**config.mk**
```make
export PLATFORM = sky130hd
export DESIGN_NAME = idecode_pipe
export DESIGN_NICKNAME = d
export VERILOG_FILES = /design/src/rtl/idecode_pipe.sv
export SDC_FILE = /design/constraint.sdc
export NUM_CORES = 1
export LEC_CHECK = 0
export CAP_MARGIN = 30
export CORE_UTILIZATION = 25
export DETAILED_ROUTE_END_ITERATION = 10
export GPL_TIMING_DRIVEN = 0
export PLACE_DENSITY = 0.56
export SKIP_LAST_GASP = 1
export SYNTH_ARGS = -nofsm -noshare
export SYNTH_HDL_FRONTEND = slang
export SYNTH_SLANG_ARGS = --single-unit
```
**constraint.sdc**
```tcl
create_clock -name clk -period 2.1 [get_ports clk]
set_input_delay 0.42 -clock clk [delete_from_list [all_inputs] [get_ports clk]]
set_output_delay 0.42 -clock clk [all_outputs]
set_load 0.005 [all_outputs]
```
**src/rtl/idecode_pipe.sv**
```systemverilog
// Elastic RV32/RV64 decode stage between fetch and execute.
// Instructions are decoded combinationally and registered into OUT, or into a
// one-entry SKID register when OUT is stalled, so in_ready depends only on state.
module idecode_pipe #(
  parameter int XLEN      = 64,
  parameter bit SUPPORT_M = 1'b1
) (
  input  logic            clk,
  input  logic            resetn,
  input  logic            flush,
  input  logic            in_valid,
  output logic            in_ready,
  input  logic [31:0]     instr,
  input  logic [XLEN-1:0] pc,
  output logic            out_valid,
  input  logic            out_ready,
  output logic [6:0]      opcode,
  output logic [2:0]      funct3,
  output logic [6:0]      funct7,
  output logic [4:0]      rd,
  output logic [4:0]      rs1,
  output logic [4:0]      rs2,
  output logic [XLEN-1:0] imm,
  output logic [XLEN-1:0] pc_out,
  output logic [3:0]      alu_op,
  output logic            is_word,
  output logic [11:0]     csr_addr,
  output logic            is_csr,
  output logic            csr_read,
  output logic            csr_write,
  output logic            reg_write_enable,
  output logic            mem_read,
  output logic            mem_write,
  output logic            is_branch,
  output logic            jump,
  output logic            use_pc,
  output logic            trap,
  output logic [3:0]      trap_cause
);

  typedef enum logic [3:0] {
    ALU_NONE = 4'd0,  ALU_ADD  = 4'd1,  ALU_SUB = 4'd2,  ALU_OR   = 4'd3,
    ALU_AND  = 4'd4,  ALU_XOR  = 4'd5,  ALU_SLL = 4'd6,  ALU_SRL  = 4'd7,
    ALU_SRA  = 4'd8,  ALU_SLT  = 4'd9,  ALU_SLTU = 4'd10, ALU_MUL = 4'd11,
    ALU_MULH = 4'd12, ALU_DIV  = 4'd13, ALU_REM = 4'd14
  } alu_e;

  localparam logic [6:0] OPC_LOAD      = 7'b0000011;
  localparam logic [6:0] OPC_OP_IMM    = 7'b0010011;
  localparam logic [6:0] OPC_AUIPC     = 7'b0010111;
  localparam logic [6:0] OPC_OP_IMM_32 = 7'b0011011;
  localparam logic [6:0] OPC_STORE     = 7'b0100011;
  localparam logic [6:0] OPC_OP        = 7'b0110011;
  localparam logic [6:0] OPC_LUI       = 7'b0110111;
  localparam logic [6:0] OPC_OP_32     = 7'b0111011;
  localparam logic [6:0] OPC_BRANCH    = 7'b1100011;
  localparam logic [6:0] OPC_JALR      = 7'b1100111;
  localparam logic [6:0] OPC_JAL       = 7'b1101111;
  localparam logic [6:0] OPC_SYSTEM    = 7'b1110011;

  localparam logic [31:0] INSTR_ECALL  = 32'h0000_0073;
  localparam logic [31:0] INSTR_EBREAK = 32'h0010_0073;
  localparam logic [31:0] INSTR_MRET   = 32'h3020_0073;

  localparam bit IS_RV32 = (XLEN == 32);

  typedef struct packed {
    logic [6:0]      opcode;
    logic [2:0]      funct3;
    logic [6:0]      funct7;
    logic [4:0]      rd;
    logic [4:0]      rs1;
    logic [4:0]      rs2;
    logic [XLEN-1:0] imm;
    logic [XLEN-1:0] pc;
    logic [3:0]      alu_op;
    logic            is_word;
    logic [11:0]     csr_addr;
    logic            is_csr;
    logic            csr_read;
    logic            csr_write;
    logic            reg_write_enable;
    logic            mem_read;
    logic            mem_write;
    logic            is_branch;
    logic            jump;
    logic            use_pc;
    logic            trap;
    logic [3:0]      trap_cause;
  } bundle_t;

  // Register-register / register-immediate ALU selection for funct7 = 0.
  function automatic logic [3:0] base_alu(input logic [2:0] f3);
    case (f3)
      3'b000:  base_alu = ALU_ADD;
      3'b001:  base_alu = ALU_SLL;
      3'b010:  base_alu = ALU_SLT;
      3'b011:  base_alu = ALU_SLTU;
      3'b100:  base_alu = ALU_XOR;
      3'b101:  base_alu = ALU_SRL;
      3'b110:  base_alu = ALU_OR;
      default: base_alu = ALU_AND;
    endcase
  endfunction

  // M-extension selection; execute recovers signedness from funct3.
  function automatic logic [3:0] m_alu(input logic [2:0] f3);
    case (f3)
      3'b000:         m_alu = ALU_MUL;
      3'b100, 3'b101: m_alu = ALU_DIV;
      3'b110, 3'b111: m_alu = ALU_REM;
      default:        m_alu = ALU_MULH;
    endcase
  endfunction

  logic [2:0]  f3;
  logic [6:0]  f7;
  logic [63:0] imm_i, imm_s, imm_b, imm_u, imm_j;

  assign f3    = instr[14:12];
  assign f7    = instr[31:25];
  assign imm_i = {{52{instr[31]}}, instr[31:20]};
  assign imm_s = {{52{instr[31]}}, instr[31:25], instr[11:7]};
  assign imm_b = {{51{instr[31]}}, instr[31], instr[7], instr[30:25], instr[11:8], 1'b0};
  assign imm_u = {{32{instr[31]}}, instr[31:12], 12'b0};
  assign imm_j = {{43{instr[31]}}, instr[31], instr[19:12], instr[20], instr[30:21], 1'b0};

  bundle_t     dec;
  logic        illegal;
  logic [63:0] imm_sel;

  // Combinational decode of the incoming instruction into a full bundle.
  always_comb begin
    dec          = '0;
    illegal      = 1'b0;
    imm_sel      = '0;
    dec.opcode   = instr[6:0];
    dec.funct3   = f3;
    dec.funct7   = f7;
    dec.rd       = instr[11:7];
    dec.rs1      = instr[19:15];
    dec.rs2      = instr[24:20];
    dec.pc       = pc;
    dec.csr_addr = instr[31:20];

    if (instr[1:0] != 2'b11) begin
      illegal = 1'b1;
    end else begin
      case (instr[6:0])
        OPC_OP: begin
          dec.reg_write_enable = 1'b1;
          case (f7)
            7'b0000000: dec.alu_op = base_alu(f3);
            7'b0100000: begin
              if (f3 == 3'b000)      dec.alu_op = ALU_SUB;
              else if (f3 == 3'b101) dec.alu_op = ALU_SRA;
              else                   illegal = 1'b1;
            end
            7'b0000001: begin
              if (SUPPORT_M) dec.alu_op = m_alu(f3);
              else           illegal = 1'b1;
            end
            default: illegal = 1'b1;
          endcase
        end
        OPC_OP_IMM: begin
          dec.reg_write_enable = 1'b1;
          imm_sel = imm_i;
          case (f3)
            3'b001: begin
              dec.alu_op = ALU_SLL;
              if (instr[31:26] != 6'b000000) illegal = 1'b1;
              if (IS_RV32 && instr[25])      illegal = 1'b1;
            end
            3'b101: begin
              if (instr[31:26] == 6'b000000)      dec.alu_op = ALU_SRL;
              else if (instr[31:26] == 6'b010000) dec.alu_op = ALU_SRA;
              else                                illegal = 1'b1;
              if (IS_RV32 && instr[25]) illegal = 1'b1;
            end
            default: dec.alu_op = base_alu(f3);
          endcase
        end
        OPC_OP_IMM_32: begin
          dec.reg_write_enable = 1'b1;
          dec.is_word = 1'b1;
          imm_sel = imm_i;
          if (IS_RV32) illegal = 1'b1;
          case (f3)
            3'b000: dec.alu_op = ALU_ADD;
            3'b001: begin
              if (f7 == 7'b0000000) dec.alu_op = ALU_SLL;
              else                  illegal = 1'b1;
            end
            3'b101: begin
              if (f7 == 7'b0000000)      dec.alu_op = ALU_SRL;
              else if (f7 == 7'b0100000) dec.alu_op = ALU_SRA;
              else                       illegal = 1'b1;
            end
            default: illegal = 1'b1;
          endcase
        end
        OPC_OP_32: begin
          dec.reg_write_enable = 1'b1;
          dec.is_word = 1'b1;
          if (IS_RV32) illegal = 1'b1;
          case (f7)
            7'b0000000: begin
              if (f3 == 3'b000)      dec.alu_op = ALU_ADD;
              else if (f3 == 3'b001) dec.alu_op = ALU_SLL;
              else if (f3 == 3'b101) dec.alu_op = ALU_SRL;
              else                   illegal = 1'b1;
            end
            7'b0100000: begin
              if (f3 == 3'b000)      dec.alu_op = ALU_SUB;
              else if (f3 == 3'b101) dec.alu_op = ALU_SRA;
              else                   illegal = 1'b1;
            end
            7'b0000001: begin
              if (!SUPPORT_M || f3 == 3'b001 || f3 == 3'b010 || f3 == 3'b011)
                illegal = 1'b1;
              else
                dec.alu_op = m_alu(f3);
            end
            default: illegal = 1'b1;
          endcase
        end
        OPC_LOAD: begin
          dec.mem_read = 1'b1;
          dec.reg_write_enable = 1'b1;
          dec.alu_op = ALU_ADD;
          imm_sel = imm_i;
          if (f3 == 3'b111)                               illegal = 1'b1;
          if (IS_RV32 && (f3 == 3'b011 || f3 == 3'b110)) illegal = 1'b1;
        end
        OPC_STORE: begin
          dec.mem_write = 1'b1;
          dec.alu_op = ALU_ADD;
          imm_sel = imm_s;
          if (f3[2])                     illegal = 1'b1;
          if (IS_RV32 && f3 == 3'b011) illegal = 1'b1;
        end
        OPC_BRANCH: begin
          dec.is_branch = 1'b1;
          imm_sel = imm_b;
          if (f3 == 3'b010 || f3 == 3'b011) illegal = 1'b1;
        end
        OPC_JAL: begin
          dec.jump = 1'b1;
          dec.reg_write_enable = 1'b1;
          dec.use_pc = 1'b1;
          dec.alu_op = ALU_ADD;
          imm_sel = imm_j;
        end
        OPC_JALR: begin
          dec.jump = 1'b1;
          dec.reg_write_enable = 1'b1;
          dec.alu_op = ALU_ADD;
          imm_sel = imm_i;
          if (f3 != 3'b000) illegal = 1'b1;
        end
        OPC_LUI: begin
          dec.reg_write_enable = 1'b1;
          imm_sel = imm_u;
        end
        OPC_AUIPC: begin
          dec.reg_write_enable = 1'b1;
          dec.use_pc = 1'b1;
          dec.alu_op = ALU_ADD;
          imm_sel = imm_u;
        end
        OPC_SYSTEM: begin
          imm_sel = imm_i;
          if (f3 == 3'b000) begin
            if (instr == INSTR_ECALL) begin
              dec.trap = 1'b1;
              dec.trap_cause = 4'd11;
            end else if (instr == INSTR_EBREAK) begin
              dec.trap = 1'b1;
              dec.trap_cause = 4'd3;
            end else if (instr == INSTR_MRET) begin
              dec.jump = 1'b1;
            end else begin
              illegal = 1'b1;
            end
          end else if (f3 == 3'b100) begin
            illegal = 1'b1;
          end else begin
            dec.is_csr = 1'b1;
            dec.csr_read = (instr[11:7] != 5'd0) || f3[1];
            dec.csr_write = (f3[1:0] == 2'b01) || (instr[19:15] != 5'd0);
            dec.reg_write_enable = (instr[11:7] != 5'd0);
          end
        end
        default: illegal = 1'b1;
      endcase
    end

    dec.imm = imm_sel[XLEN-1:0];

    if (illegal) begin
      dec.trap = 1'b1;
      dec.trap_cause = 4'd2;
    end

    // A trapping bundle must not cause any architectural side effect.
    if (dec.trap) begin
      dec.alu_op = ALU_NONE;
      dec.is_word = 1'b0;
      dec.is_csr = 1'b0;
      dec.csr_read = 1'b0;
      dec.csr_write = 1'b0;
      dec.reg_write_enable = 1'b0;
      dec.mem_read = 1'b0;
      dec.mem_write = 1'b0;
      dec.is_branch = 1'b0;
      dec.jump = 1'b0;
      dec.use_pc = 1'b0;
    end
  end

  bundle_t out_q;
  bundle_t skid_q;
  logic    skid_valid;
  logic    accept;
  logic    out_free;

  assign in_ready = ~skid_valid;
  assign accept   = in_valid & in_ready;
  assign out_free = ~out_valid | out_ready;

  // OUT/SKID handshake: OUT refills from SKID first, otherwise from the input;
  // an accept while OUT is stalled parks the bundle in SKID.
  always_ff @(posedge clk or negedge resetn) begin
    if (!resetn) begin
      out_valid  <= 1'b0;
      skid_valid <= 1'b0;
      out_q      <= '0;
      skid_q     <= '0;
    end else if (flush) begin
      out_valid  <= 1'b0;
      skid_valid <= 1'b0;
      out_q      <= '0;
      skid_q     <= '0;
    end else if (out_free) begin
      if (skid_valid) begin
        out_q      <= skid_q;
        out_valid  <= 1'b1;
        skid_valid <= 1'b0;
      end else if (accept) begin
        out_q     <= dec;
        out_valid <= 1'b1;
      end else begin
        out_valid <= 1'b0;
      end
    end else if (accept) begin
      skid_q     <= dec;
      skid_valid <= 1'b1;
    end
  end

  assign opcode           = out_q.opcode;
  assign funct3           = out_q.funct3;
  assign funct7           = out_q.funct7;
  assign rd               = out_q.rd;
  assign rs1              = out_q.rs1;
  assign rs2              = out_q.rs2;
  assign imm              = out_q.imm;
  assign pc_out           = out_q.pc;
  assign alu_op           = out_q.alu_op;
  assign is_word          = out_q.is_word;
  assign csr_addr         = out_q.csr_addr;
  assign is_csr           = out_q.is_csr;
  assign csr_read         = out_q.csr_read;
  assign csr_write        = out_q.csr_write;
  assign reg_write_enable = out_q.reg_write_enable;
  assign mem_read         = out_q.mem_read;
  assign mem_write        = out_q.mem_write;
  assign is_branch        = out_q.is_branch;
  assign jump             = out_q.jump;
  assign use_pc           = out_q.use_pc;
  assign trap             = out_q.trap;
  assign trap_cause       = out_q.trap_cause;

endmodule

```
---- After elaboration in Yosys (flattened, before gate mapping) ----
Cells that the tools add are included.
W data, S select, Z words.
operators by class
  div/mod/pow operators ................... 0
  magnitude comparators ................... 0
  reductions and logical operators ........ 29
  bitwise operators ....................... 4
  equality and inequality tests ........... 28
  add/subtract/negate cells ............... 0
  shift operators ......................... 0
  multiplexer cells ....................... 83
  multiply operators ...................... 0
operators by type and width
  operator                number
  $mux W191               6
  $pmux W64 S5            1
  $mux W64                1
  $pmux W4 S5             2
  $mux W1                 37
  $mux W4                 9
  $pmux W4 S3             3
  $eq A7 B6 Y1 const B    5
  $mux W5                 7
  $eq A32 B21 Y1 const B  1
  $eq A32 B30 Y1 const B  1
  $eq A32 B7 Y1 const B   1
  $eq A7 B7 Y1 const B    4
  $pmux W4 S7             1
  $eq A7 B5 Y1 const B    3
  $mux W3                 5
  $mux W14                1
  $reduce_or A2 Y1        7
  $eq A3 B3 Y1 const B    4
  $pmux W1 S10            1
  $reduce_bool A5 Y1      2
  $reduce_or A5 Y1        2
  $mux W9                 1
  $pmux W3 S3             1
  other kinds (23)        38
word-level totals
  memories kept ........................... 0
  memory bits (writable) .................. 0
  bits of input ports ..................... 101
  logic and storage cells ................. 190
  bits in latches ......................... 0
  output and inout bits ................... 193
  ROM bits ................................ 0
  register bits after elaboration ......... 384

---- Longest topological paths before layout ----
  depth after elaboration ................. 13
  depth in mapped cells ................... 9
  depth with buffers taken out ............ 7

---- Worst setup path before layout ----
OpenSTA, ideal clock, no wires.
  path kind ............................... input to register
  start point ............................. input instr[31]
  end point ............................... register out_q, in the netlist reg_write_enable
  data arrival time ....................... 2311 ps
  setup slack ............................. -285 ps
  setup time .............................. 74 ps
  path buffers ............................ 0
  required time ........................... 2026 ps
  stages .................................. 7
  cell sequence ........................... or3_4 -> or4_4 -> nor3_2 -> o41ai_1 -> or2_1 -> or3_4 -> o21ai_2
on the way
  longest elaborated chain between the ends .. 13
  elaborated cells between the ends (all ways) .. 37
  those cells by class .................... 6 x eq/ne; 27 x mux; 4 x reduce/logical
RTL lines
  item                  line  source
  from (decl)           13    input logic [31:0] instr,
  $eq A32 B30 Y1        281   end else if (instr == INSTR_MRET) begin
  $mux W1               281
  $mux W1               278   end else if (instr == INSTR_EBREAK) begin
  $mux W1               275   if (instr == INSTR_ECALL) begin
  $mux W1               274   if (f3 == 3'b000) begin
  $pmux W1 S10          149   case (instr[6:0])
  $mux W1               146   if (instr[1:0] != 2'b11) begin
  $mux W5 (*)           301   if (illegal) begin
  $mux W9 (*)           307   if (dec.trap) begin
  $mux W191 (*)         350   end else if (accept) begin
  $mux W191 (*)         346   if (skid_valid) begin
  $mux W191 (*)         345   end else if (out_free) begin
  $mux W191 (*)         340   end else if (flush) begin
  to (signal assigned)  347   out_q <= skid_q;
  to (decl)             322   bundle_t out_q;
Mark *: on every way between the ends. The rest lies on a longest branch, timed or not. The select of a mux whose other input is x is not followed.
A chain may end at the register's enable or synchronous reset.

---- Worst setup path in the final report ----
  start point ............................. input instr[14]
  end point ............................... register out_q, in the netlist mem_write
on the way
  longest elaborated chain between the ends .. 13
  elaborated cells between the ends (all ways) .. 45
  those cells by class .................... 9 x eq/ne; 31 x mux; 5 x reduce/logical
RTL lines
  item                                          line
  $eq A32 B30 Y1, or another cell as far along  281
  $mux W1, or another cell as far along         281
  $mux W1, or another cell as far along         278
  $mux W1 (on tied branches)                    275, 209, 220
  $mux W1 or $pmux W1 S3 (tied branches)        274, 207
  $pmux W1 S10                                  149
  $mux W1                                       146
  $mux W5 (*)                                   301
  $mux W9 (*)                                   307
  $mux W191 (*)                                 350
  $mux W191 (*)                                 346
  $mux W191 (*)                                 345
  $mux W191 (*)                                 340
Marks and branches as above.

==> impl_results.md <==
- Ports: 294
- Cell Count, Final, Fillers Out: between 2000 and 2500
- Worst path slowest cell: o41ai_4
- Mapped Area: 13200 um2
- Worst Setup SP: instr[14]
- Area leader, netlist: dfrtp_1
- Nets: roughly 1700
- Yosys cell types: 57
- Peak supply drop: 0.000470 V
- Die H: about 230 um
- Failing checks: negative setup slack
- Gr ovfl total: 0
- Peak Freq: 0.457 GHz
- Hold Crit Class: in2reg
- Fin. Hold Viols: 0
- CTS sink cnt: 292
- R2R cell count: 6
- Initial antenna violation count: 3
- Vias in the first global route: approximately 12000
- RSZ-0062 raised after global routing: true
- Routed Wire Length: roughly 49000 um
- Status: finished, violations left
- Synth top area cells: dfrtp_1 55%, a22o_1 7.0%, o21ai_0 7.0%
- CP Max Fanout: 8
- Share of flip-flops with an asynchronous set or reset: between 90% and 100%
- Final setup vio count: 18
- Max Slew Vio Count: 0
- Iteration-0 DRC Markers: between 700 and 800
- Core Rows: between 80 and 90
- Port buffer count: roughly 290
- Flops & latches, synth: 292
- Design Area, Final: approximately 19000 um2
- Routed vias/inst: around 5.0
- Critical Path AT: around 2700 ps
- Setup ws final: -89.5 ps
- Die width: 232 um
- Gp weighted congestion: 0.903
- Clock transition at the registers of the reported paths: roughly 50 ps
- R2R Setup Slk: between 100 and 150 ps
- EDFF count, synth: 0
- Slew margin rel.: between 40% and 50%
- Detail Route Antenna Nets: 0
- Core ar.: 51800 um2
- Net Count, Synth: ~1400
- # fillers: ~5200
- Detailed-route via count: roughly 12000
- Initial Utilization: about a quarter
- Cell leakage power: ~8.2 nW
- Share of cells above drive strength 1: ~17%
- Main flop type after synthesis: dfrtp_1
- First-pass GRT wire length: approximately 73000 um
- Synth top area share: ~55%
- Crit path cell chain: buf_4, nor4_4, nand4b_1, o41ai_4, o41ai_2, or2_1, or3_4, o21ai_2
- Inserted Clock Buffers: 36
- Pwr dens: a little over 700 nW/um2
- Crit-path max cell delay: 490 ps
- Drt pass-1 iters: 6
- Period utilisation layout: 104%
- Area grow syn2layout: 41.7%
- Worst EP required: approximately 2600 ps
- Setup CP Type: in2reg
- Clk root buf: clkbuf_16
- Fin Setup TNS: -668 ps
- Fraction of the mapped netlist area in adder cells: 0%
- Largest net degree at the start of global routing: between 100 and 150
- Drt wl/cell: approximately 21 um
- Drt drc: 0
- Hold path cells: 2
- Xor/xnor cell area share of the yosys netlist: less than 1%
- Largest family of logic cells by synthesized area: compound AO/OA/AOI/OAI gates
- CP endpoint kind: register
- Hold endpoint: skid_q[166]
- Post-synthesis average cell area: about 10 um2
- TritonCTS clock tree: built
- YS warnings: 0
- Dpl hpwl: roughly 35000 um
- Crit path time final: approximately 2200 ps
- Total power: about 14 mW
- Slew @ Worst Pin: about 800 ps
- Clk_lat worst skew: 540 ps
- R2R Path Start: out_valid
- Multiplexer share of the synthesized area: approximately 7.0%
- CTS Buffer Depth: 3
- Crit start category: input port
- Synth Area in Simple Gates: 10.8%
- Die ar.: about 54000 um2
- Placed inst area: 17100 um2
- Placed Cells: around 2200
- H-tree levels: 2
- Skew final: between 10 and 15 ps
- Max-Cap Viols: 0
- Crit Reg-Reg Endpoint: skid_q[176]
- Register area: 7310 um2
- Area of the multi-input gates: between 5000 and 6000 um2
- Compound-Gate Fraction of Synth Area: 21.2%
- Hold wc startpoint: instr[17]
- Synthesized instance count: about 1300
- GRT Total Usage: ~18%
- Sequential cell area fraction in the yosys report: between 50% and 60%
## stage by stage
step                hold slack [ps]  setup slack (ps)  util (%)
finish                          141             -89.5      36.2
global route                    110              -147      36.1
CTS                             155              -120      35.8
detailed placement              430             -1560      32.9
global placement                462            -12410      32.7
floorplan                       124              -275         -
## synthesized netlist by cell type, drive strengths merged (2+ instances only)
master and count:
a211oi 9, a21oi 41, a221o 16, a22o 106, a22oi 33, a31oi 5
a32oi 3, and2 3, and3 7, buf 61, clkbuf 88, dfrtp 292
inv 4, mux2i 92, nand2 172, nand2b 13, nand3 7, nor2 38
nor2b 15, nor3 20, nor3b 4, nor4 6, nor4bb 3, o21ai 198
o22ai 2, o31ai 4, o41ai 2, or2 6, or3 4, or4 3
## cells in the final DEF, fill, tap and decap left out, types with 4 or more instances in the layout
cell / n
clkbuf_16: 38
or2_2: 5
a22oi_1: 33
clkbuf_2: 55
dlymetal6s2s_1: 16
nand2b_1: 11
clkbuf_1: 37
inv_1: 4
clkbuf_4: 11
nor3_1: 13
o31ai_1: 4
nor2b_1: 13
clkbuf_8: 10
or3_4: 4
clkdlybuf4s50_1: 224
nor2_1: 33
a211oi_1: 8
buf_2: 8
buf_4: 73
dlygate4sd2_1: 20
o21ai_2: 10
o21ai_0: 181
o21ai_1: 7
clkinv_2: 8
nor3_2: 6
buf_6: 4
nand2_1: 169
nand3_1: 5
mux2i_1: 92
a22o_1: 106
a31oi_1: 5
dfrtp_1: 291
a221o_1: 16
and3_1: 7
a21oi_1: 39
## layout make-up
cell class / count / share of cell area [%]
clock buffer: 49 / 5.56
clock inverter: 9 / 0.387
sequential: 292 / 39.0
timing repair buffer: 318 / 16.8
multi-input combinational: 829 / 29.0
antenna: 2 / 0.0267
inverter: 5 / 0.107
tap: 680 / 4.54
buffer: 143 / 4.53
## logic make-up (layout without fill, tap and decap cells)
| logic type | Yosys count | in the layout |
|---|---|---|
| AO/OA/AOI/OAI | 428 | 428 |
| multiplexers | 92 | 92 |
| buffers and inverters | 154 | 524 |
| AND/OR/NAND/NOR | 307 | 307 |
| other | 1 | 3 |
| XOR/XNOR | 1 | 1 |
| flip-flops | 292 | 292 |
## worst max-delay path: cells and delay by family
| kind | cells | cell delay (ps) |
|---|---|---|
| and+or+nand+nor | 4 | 1310 |
| buffers and inverters | 1 | 150 |
| AOI/OAI and AO/OA | 3 | 780 |
## flip-flops by register name (all words and copies together) (netlist names), 2 cells and up
register	cells
pc_out	64
rs2	4
opcode	7
skid_q	145
rd	5
rs1	5
alu_op	4
funct7	6
imm	32
csr_addr	2
trap_cause	3
funct3	3
## power breakdown
part	total (mW)	switching [mW]	internal, mW
combinational	1.59	0.877	0.709
clock	6.01	2.44	3.56
sequential	5.93	0.123	5.81
## timing repair
item,in CTS,in global routing
gates cloned,0,1
setup endpoints to repair,326,123
hold buffers,1,0
pin swaps,12,11
resized for setup,180,122
buffers inserted,15,9
endpoints found under the hold margin,66,0
## per-layer routing
layer / share of wire, % / wire length [um] / global-route usage (%)
met1: 44 / 21800 / 23.9
met2: 46 / 22700 / 27.9
met3: 7.5 / 3700 / 4.80
met4: 2.1 / 1010 / 5.08
met5: 0.045 / 22 / 0
## how the worst max path moves through the flow
stage | endpoint | slack (ps) | cells after the start
after floorplan | reg_write_enable | -270 | 8
after global placement | skid_q[68] | -12410 | 1
after detailed placement | reg_write_enable | -1560 | 8
after CTS | imm[52] | -120 | 3
after global routing | mem_write | -150 | 8
final | mem_write | -90 | 8
No activity file was read; power rests on OpenSTA's default activity.
